==> src/rtl/casez_selector_encoder.sv <==
// casez_selector_encoder: scans selectors 0..15 for the first one that hits only the requested casez arm and encodes it.
module casez_selector_encoder #(
    parameter logic [1:0] FILL = 2'b00
) (
    input  logic       clk,
    input  logic       rst_n,
    input  logic       req_valid,
    output logic       req_ready,
    input  logic [2:0] req_code,
    output logic       rsp_valid,
    input  logic       rsp_ready,
    output logic [1:0] case_expr,
    output logic [3:0] case_inside_val,
    output logic [4:0] rsp_code,
    output logic       rsp_err,
    output logic [1:0] rsp_overlap
);
    typedef enum logic [1:0] {IDLE, SCAN, DONE} state_t;
    state_t     state;
    logic [2:0] code;
    logic [3:0] cnt;
    logic [1:0] ovl, ovl_nxt;
    logic [4:0] hits;
    logic       multi, only_target, bad_code;
    // Arm matches for candidate s = cnt, bit order s[3:0]
    always_comb begin
        hits[0]     = cnt[3] & ~cnt[1];
        hits[1]     = cnt[2:0] == 3'b101;
        hits[2]     = ~cnt[3] & cnt[1];
        hits[3]     = cnt[3] & cnt[1];
        hits[4]     = cnt[2:0] == 3'b111;
        multi       = $countones(hits) > 1;
        bad_code    = code > 3'd4;
        only_target = !bad_code && hits == (5'b00001 << code);
        ovl_nxt     = (multi && ovl != 2'd3) ? ovl + 2'd1 : ovl;
    end
    assign req_ready = state == IDLE;
    assign rsp_valid = state == DONE;
    always_ff @(posedge clk or negedge rst_n) begin
        if (!rst_n) begin
            state           <= IDLE;
            code            <= '0;
            cnt             <= '0;
            ovl             <= '0;
            case_expr       <= '0;
            case_inside_val <= '0;
            rsp_code        <= '0;
            rsp_err         <= 1'b0;
            rsp_overlap     <= '0;
        end else begin
            case (state)
                IDLE: if (req_valid) begin
                    code  <= req_code;
                    cnt   <= '0;
                    ovl   <= '0;
                    state <= SCAN;
                end
                SCAN: begin
                    ovl <= ovl_nxt;
                    cnt <= cnt + 4'd1;
                    if (only_target) begin
                        case_expr       <= {cnt[0], cnt[3]};
                        case_inside_val <= {cnt[2], cnt[1], FILL};
                        rsp_code        <= 5'd30 + {2'b00, code};
                        rsp_err         <= 1'b0;
                        rsp_overlap     <= ovl_nxt;
                        state           <= DONE;
                    end else if (bad_code || cnt == 4'd15) begin
                        case_expr       <= '0;
                        case_inside_val <= '0;
                        rsp_code        <= '0;
                        rsp_err         <= 1'b1;
                        rsp_overlap     <= bad_code ? 2'd0 : ovl_nxt;
                        state           <= DONE;
                    end
                end
                DONE: if (rsp_ready) state <= IDLE;
                default: state <= IDLE;
            endcase
        end
    end
endmodule

==> config.mk <==
export PLATFORM = sky130hd
export DESIGN_NAME = casez_selector_encoder
export DESIGN_NICKNAME = d
export VERILOG_FILES = /design/src/rtl/casez_selector_encoder.sv
export SDC_FILE = /design/constraint.sdc
export NUM_CORES = 1
export LEC_CHECK = 0
export CORE_UTILIZATION = 50
export CTS_CLUSTER_SIZE = 14
export DETAILED_ROUTE_END_ITERATION = 6
export GPL_ROUTABILITY_DRIVEN = 0
export GPL_TIMING_DRIVEN = 0
export PLACE_DENSITY_LB_ADDON = 0.2
export SYNTH_ARGS = -nofsm -noshare
export SYNTH_HDL_FRONTEND = slang
export SYNTH_SLANG_ARGS = --single-unit
==> constraint.sdc <==
create_clock -name clk -period 3.38 [get_ports clk]
set_input_delay 0.338 -clock clk [delete_from_list [all_inputs] [get_ports clk]]
set_output_delay 0.338 -clock clk [all_outputs]
set_load 0.1 [all_outputs]
==> run metrics, run 1 <==
CP Cell Sequence buf_4 > inv_1 > ha_1 > nand2_1 > inv_1 > fa_1 > ha_1 > nand3b_1 > a21oi_1 > mux2_2 > a22o_1; initial antenna violation count 0; fmax 362 MHz; # fillers 194; fin crit share 0.818; largest net degree at the start of global routing 23; Slowest-stage cell, CP fa_1; vias in the first global route 913; area of the core 2230 um2; crit path kind reg -> reg; clock tree sinks 22; #FFs+latches synth 22; number of CTS-inserted buffers 3; Max Slew Vio Count 0; hold buffers post-CTS 0; max-cap viol count 0; average wire per standard cell 14.5 um; Worst-path clk slew 110 ps; Post-Syn Area 1200 um2; DRT Wirelength 2400 um; num rows 17; Max transition margin 0.349; cts repair resizes 0; Final Hold Vio Count 0; post-synthesis simple-gate area fraction 0.140; DRT antenna net count 0; diode count 0; XOR/XNOR Fraction of Synth Area 0.0146; minimum clock period 2760 ps; Clock Latency Late Sink 310 ps; Hold Crit Class reg -> reg; Nets 153; routed vias/inst 5.64; first-pass GRT wire length 4040 um; final setup violation count 0; post-synthesis adder-cell area fraction 0.0790; syn_area_per_cell 10.7 um2; most frequent cells in the layout 22 x dfrtp_1, 20 x clkdlybuf4s50_1, 11 x a22o_1, 10 x o21ai_0; critical path arrival 2970 ps; IO Pins 23; Synth Warn # 0; main combinational cell family by area after synthesis compound AO/OA/AOI/OAI gates; status finished clean; CP startpoint kind flip-flop; post-synth cell types 35; Seq/Total Area, Yosys 0.457; met2 wire len 1170 um; root buffer cell clkbuf_4; via count 936; WL met1 1100 um; Worst-Margin Slew 973 ps; DRC 0; First-pass DRT Iterations 4; Mapped Cells 113; HPWL Detailed 1750 um; met3 routed WL 87 um; GRT Util Overall 0.210; postcts setup bufs 0; RSZ-0062 raised after global routing false; die area 2610 um2; Initial Util 0.539; share of cells above drive strength 1 0.145; nature of the critical path endpoint flip-flop; Die Span Y 51.1 um; post-synthesis mux area share 0.0187; GR Overflow Total 0; max incr delay on CP 460 ps; Clock Tree Buf Depth 2; commonest non-fill, non-tap cell in the layout dfrtp_1; area delta synth->final 24.2%; Synth Area in Compound Gates 0.215; setup_tns 0 ps; DR iter-0 viols 16; CP Max Fanout 9; CP required 3580 ps; Port Buf Inserts 20; Max Clock Skew 10.3 ps; H-tree levels 1; CTS tree built; top sig layer met4; width of the die 51.1 um
[layout make-up]
class	instances	area [um2]	share of cell area
inverter	7	26.3	0.0176
buffer	7	60.1	0.0402
tap	28	35.0	0.0234
clock buffer	3	22.5	0.0151
multi-input combinational	78	571	0.382
sequential	22	551	0.368
clock inverter	1	30.0	0.0201
timing repair buffer	20	200	0.134
[cell families after synthesis]
kind of cell	after synthesis
AOI/OAI and AO/OA	35
xor gates and xnor gates	2
adders and majority gates	7
buffers and inverters	14
DFF	22
muxes	2
other	1
and+or+nand+nor	30
[flip-flops by register name, indices dropped and copies added (netlist names)]
signal	count
cnt	4
rsp_code	4
code	3
case_expr	2
case_inside_val	2
ovl	2
rsp_overlap	2
state	2
rsp_err	1
[per-layer routing]
layer  vias up  track usage
li1        452            -
met1       451        0.264
met2        29        0.353
met3         4       0.0298
met4         0        0.102
met5         -            0
[worst paths after layout]
check | start | endpoint | slack (ps) | depth (start not counted)
min in group asynchronous | rst_n | rsp_overlap[1] | 550 | 1
hold reg to reg | rsp_err | rsp_err | 510 | 2
setup / recovery | cnt[1] | ovl[0] | 620 | 11
max in group asynchronous | rst_n | rsp_overlap[0] | 2250 | 1
setup reg to reg | cnt[1] | ovl[0] | 620 | 11
hold / removal | rsp_err | rsp_err | 510 | 2
[synth_stat cells]
cell type	count	share of area
o21bai_1	3	0.019
nand3_1	3	0.012
nor2b_1	2	0.010
and2b_2	1	0.0073
a221oi_2	1	0.012
nor3b_2	1	0.010
dfrtp_1	22	0.46
nor2_1	5	0.016
nand3b_1	1	0.0062
and3_1	1	0.0052
a21oi_1	3	0.012
a22o_1	11	0.080
and2_1	2	0.010
nand2b_1	1	0.0052
o2111ai_1	1	0.0073
mux2_2	2	0.019
o21ai_0	10	0.042
a21boi_0	1	0.0062
nor3_1	2	0.0083
inv_1	7	0.022
and2_2	1	0.0062
buf_4	5	0.031
a21o_1	2	0.012
conb_1	1	0.0031
fa_1	1	0.017
nor4_1	1	0.0052
a32o_1	1	0.0083
or2b_2	1	0.0073
ha_1	6	0.062
nor3_2	1	0.0083
a211o_1	1	0.0073
buf_6	2	0.019
xor2_1	2	0.015
nand2_1	7	0.022
a22o_2	1	0.0083
[through the flow]
step | area, um2 | util | cells | hold slack (ps) | setup WS (ps)
6_report | 1500 | 0.669 | 166 | 513 | 615
3_5_place_dp | 1440 | 0.646 | 162 | 486 | 636
3_3_place_gp | 1440 | 0.646 | 162 | 486 | 706
2_1_floorplan | 1210 | - | 114 | 42.4 | 848
5_1_grt | 1500 | 0.669 | 166 | 527 | 447
4_1_cts | 1500 | 0.669 | 166 | 519 | 605
[worst max-delay path, delay by kind of cell (launching register included)]
family                   cells  cell delay [ps]
AND/OR/NAND/NOR              2              170
buffers and inverters        3              310
adder cells (fa/ha/maj)      3              930
flip-flops                   1              370
multiplexers                 1              380
AO/OA/AOI/OAI                2              510
Power of run 1 is left out: the tool's default activity adds up to more than one toggle a clock period on the data nets, which glitch-free logic cannot reach.
==> inputs of run 2 (changes only) <==
==> constraint.sdc (replaced) <==
create_clock -name clk -period 2.55 [get_ports clk]
set_input_delay 0.255 -clock clk [delete_from_list [all_inputs] [get_ports clk]]
set_output_delay 0.255 -clock clk [all_outputs]
set_load 0.1 [all_outputs]
==> run 2 against run 1 <==
Against the previous run: clock skew grew 2.0 ps; worst setup slack worse by 530 ps; global-route usage increased by 0.25 points; die area unchanged; wire length is 3.2% higher; maximum frequency rose by 12%.
==> run metrics, run 2 (synthesis gave the netlist of run 1 again) <==
Clock Tree Buf Depth 2 (unchanged); clock tree sinks 22 (unchanged); first-pass GRT wire length 4090 um (+1.4%); final worst setup slack 87.6 ps (-528 ps); CP required 2750 ps (-830 ps); DR iter-0 viols 11 (-5); nature of the critical path endpoint flip-flop; DRT Wirelength 2480 um (+3.2%); crit path kind reg -> reg; initial antenna violation count 0 (unchanged); average wire per standard cell 14.8 um (+1.9%); Max Slew Vio Count 0 (unchanged); CP Max Fanout 6 (-3); fin crit share 0.966 (+0.148); Max Clock Skew 12.3 ps (+2.03 ps); routed vias/inst 5.67 (+0.50%); width of the die 51.1 um (unchanged); CP delay by family, top adder cells; DRC 0 (unchanged); Worst-path clk slew 130 ps (+20 ps); CP Cell Sequence ha_4 > nand2_2 > inv_2 > fa_1 > ha_1 > nand3b_1 > a21oi_4 > mux2_4 > a22o_1; CTS tree built; minimum clock period 2460 ps (-302 ps); root buffer cell clkbuf_4; die area 2610 um2 (unchanged); number of CTS-inserted buffers 3 (unchanged); share of cells above drive strength 1 0.207 (+0.0622); Die Span Y 51.1 um (unchanged); biggest regs cnt x4, rsp_code x4, code x3; Place WS -194 ps (-830 ps); largest net degree at the start of global routing 23 (unchanged); fmax 406 MHz (+12%); Clock Latency Late Sink 310 ps (about the same); Final Hold Vio Count 0 (unchanged); DRT antenna net count 0 (unchanged); Port Buf Inserts 20 (unchanged); reg2reg setup slack 90 ps (-530 ps); Worst-Margin Slew 972 ps (-0.580 ps); status finished clean; max-cap viol count 0 (unchanged); CP Buf/Inv Count 1 (-2); H-tree levels 1 (unchanged); # fillers 187 (-3.6%); max incr delay on CP 480 ps (+20 ps); area of the core 2230 um2 (unchanged); GR Overflow Total 0 (unchanged); Hold Crit Class in -> async; GRT Util Overall 0.213 (+0.00254); vias in the first global route 934 (+2.3%); most frequent cells in the layout 22 x dfrtp_1, 20 x clkdlybuf4s50_1, 11 x a22o_1, 10 x o21ai_0, 7 x buf_4; IO Pins 23 (unchanged); Max transition margin 0.350 (+0.000388); RSZ-0062 raised after global routing false; r2r endpoint ovl[0]; HPWL Detailed 1750 um (unchanged); diode count 0 (unchanged); First-pass DRT Iterations 4 (unchanged); post-route design area 1550 um2 (+3.8%); CP startpoint kind flip-flop; placed cell area 1440 um2 (unchanged); via count 952 (+1.7%); area delta synth->final 29.0%; Initial Util 0.539 (unchanged); R2R depth 9 (-2); Slowest-stage cell, CP dfrtp_1; reg-to-reg startpoint cnt[0]; final setup violation count 0 (unchanged); critical path arrival 2670 ps (-300 ps); num rows 17 (unchanged); commonest non-fill, non-tap cell in the layout dfrtp_1; Nets 155 (+1.3%)
==> run 2: repair_timing <==
action / in CTS / in global routing
setup buffers: 3 / 0
pin swaps: 1 / 4
hold buffers: 0 / 0
setup endpoints to repair: 4 / 4
gates resized for setup: 5 / 8
==> run 2: worst max-delay path by stage <==
stage	startpoint	end	slack, ps	cells after the start
after floorplan	cnt[1]	ovl[0]	20	11
after global placement	cnt[1]	ovl[0]	-120	11
after detailed placement	cnt[1]	ovl[0]	-190	11
after CTS	cnt[1]	ovl[0]	10	11
after global routing	cnt[0]	ovl[0]	7	9
final	cnt[0]	ovl[0]	90	9
==> run 2: through the flow <==
step / setup TNS, ps / hold slack (ps) / utilization / instances
detailed placement: -453 / 486 / 0.646 / 162
floorplan: 0 / -40.6 / - / 114
CTS: 0 / 482 / 0.685 / 169
finish: 0 / 466 / 0.695 / 168
global placement: -230 / 486 / 0.646 / 162
global route: 0 / 514 / 0.695 / 168
==> run 2: final cells by class <==
cell class | instances | area (um2) | share of cell area
flip-flops and latches | 22 | 551 | 0.355
repair buffers | 23 | 223 | 0.143
clock buffers | 3 | 22.5 | 0.0145
inverters | 7 | 28.8 | 0.0185
clock inverters | 1 | 30.0 | 0.0193
multi-input cells | 78 | 611 | 0.393
well taps | 28 | 35.0 | 0.0226
plain buffers | 6 | 52.6 | 0.0338
==> run 2: metal layers <==
| layer | share of wire | track usage | vias to the layer above |
|---|---|---|---|
| met5 | 0 | 0 | - |
| met4 | 0.018 | 0.0972 | 0 |
| met3 | 0.039 | 0.0268 | 4 |
| met2 | 0.49 | 0.362 | 25 |
| met1 | 0.45 | 0.268 | 468 |
| li1 | - | - | 455 |
Power of run 2 is left out for the same reason.
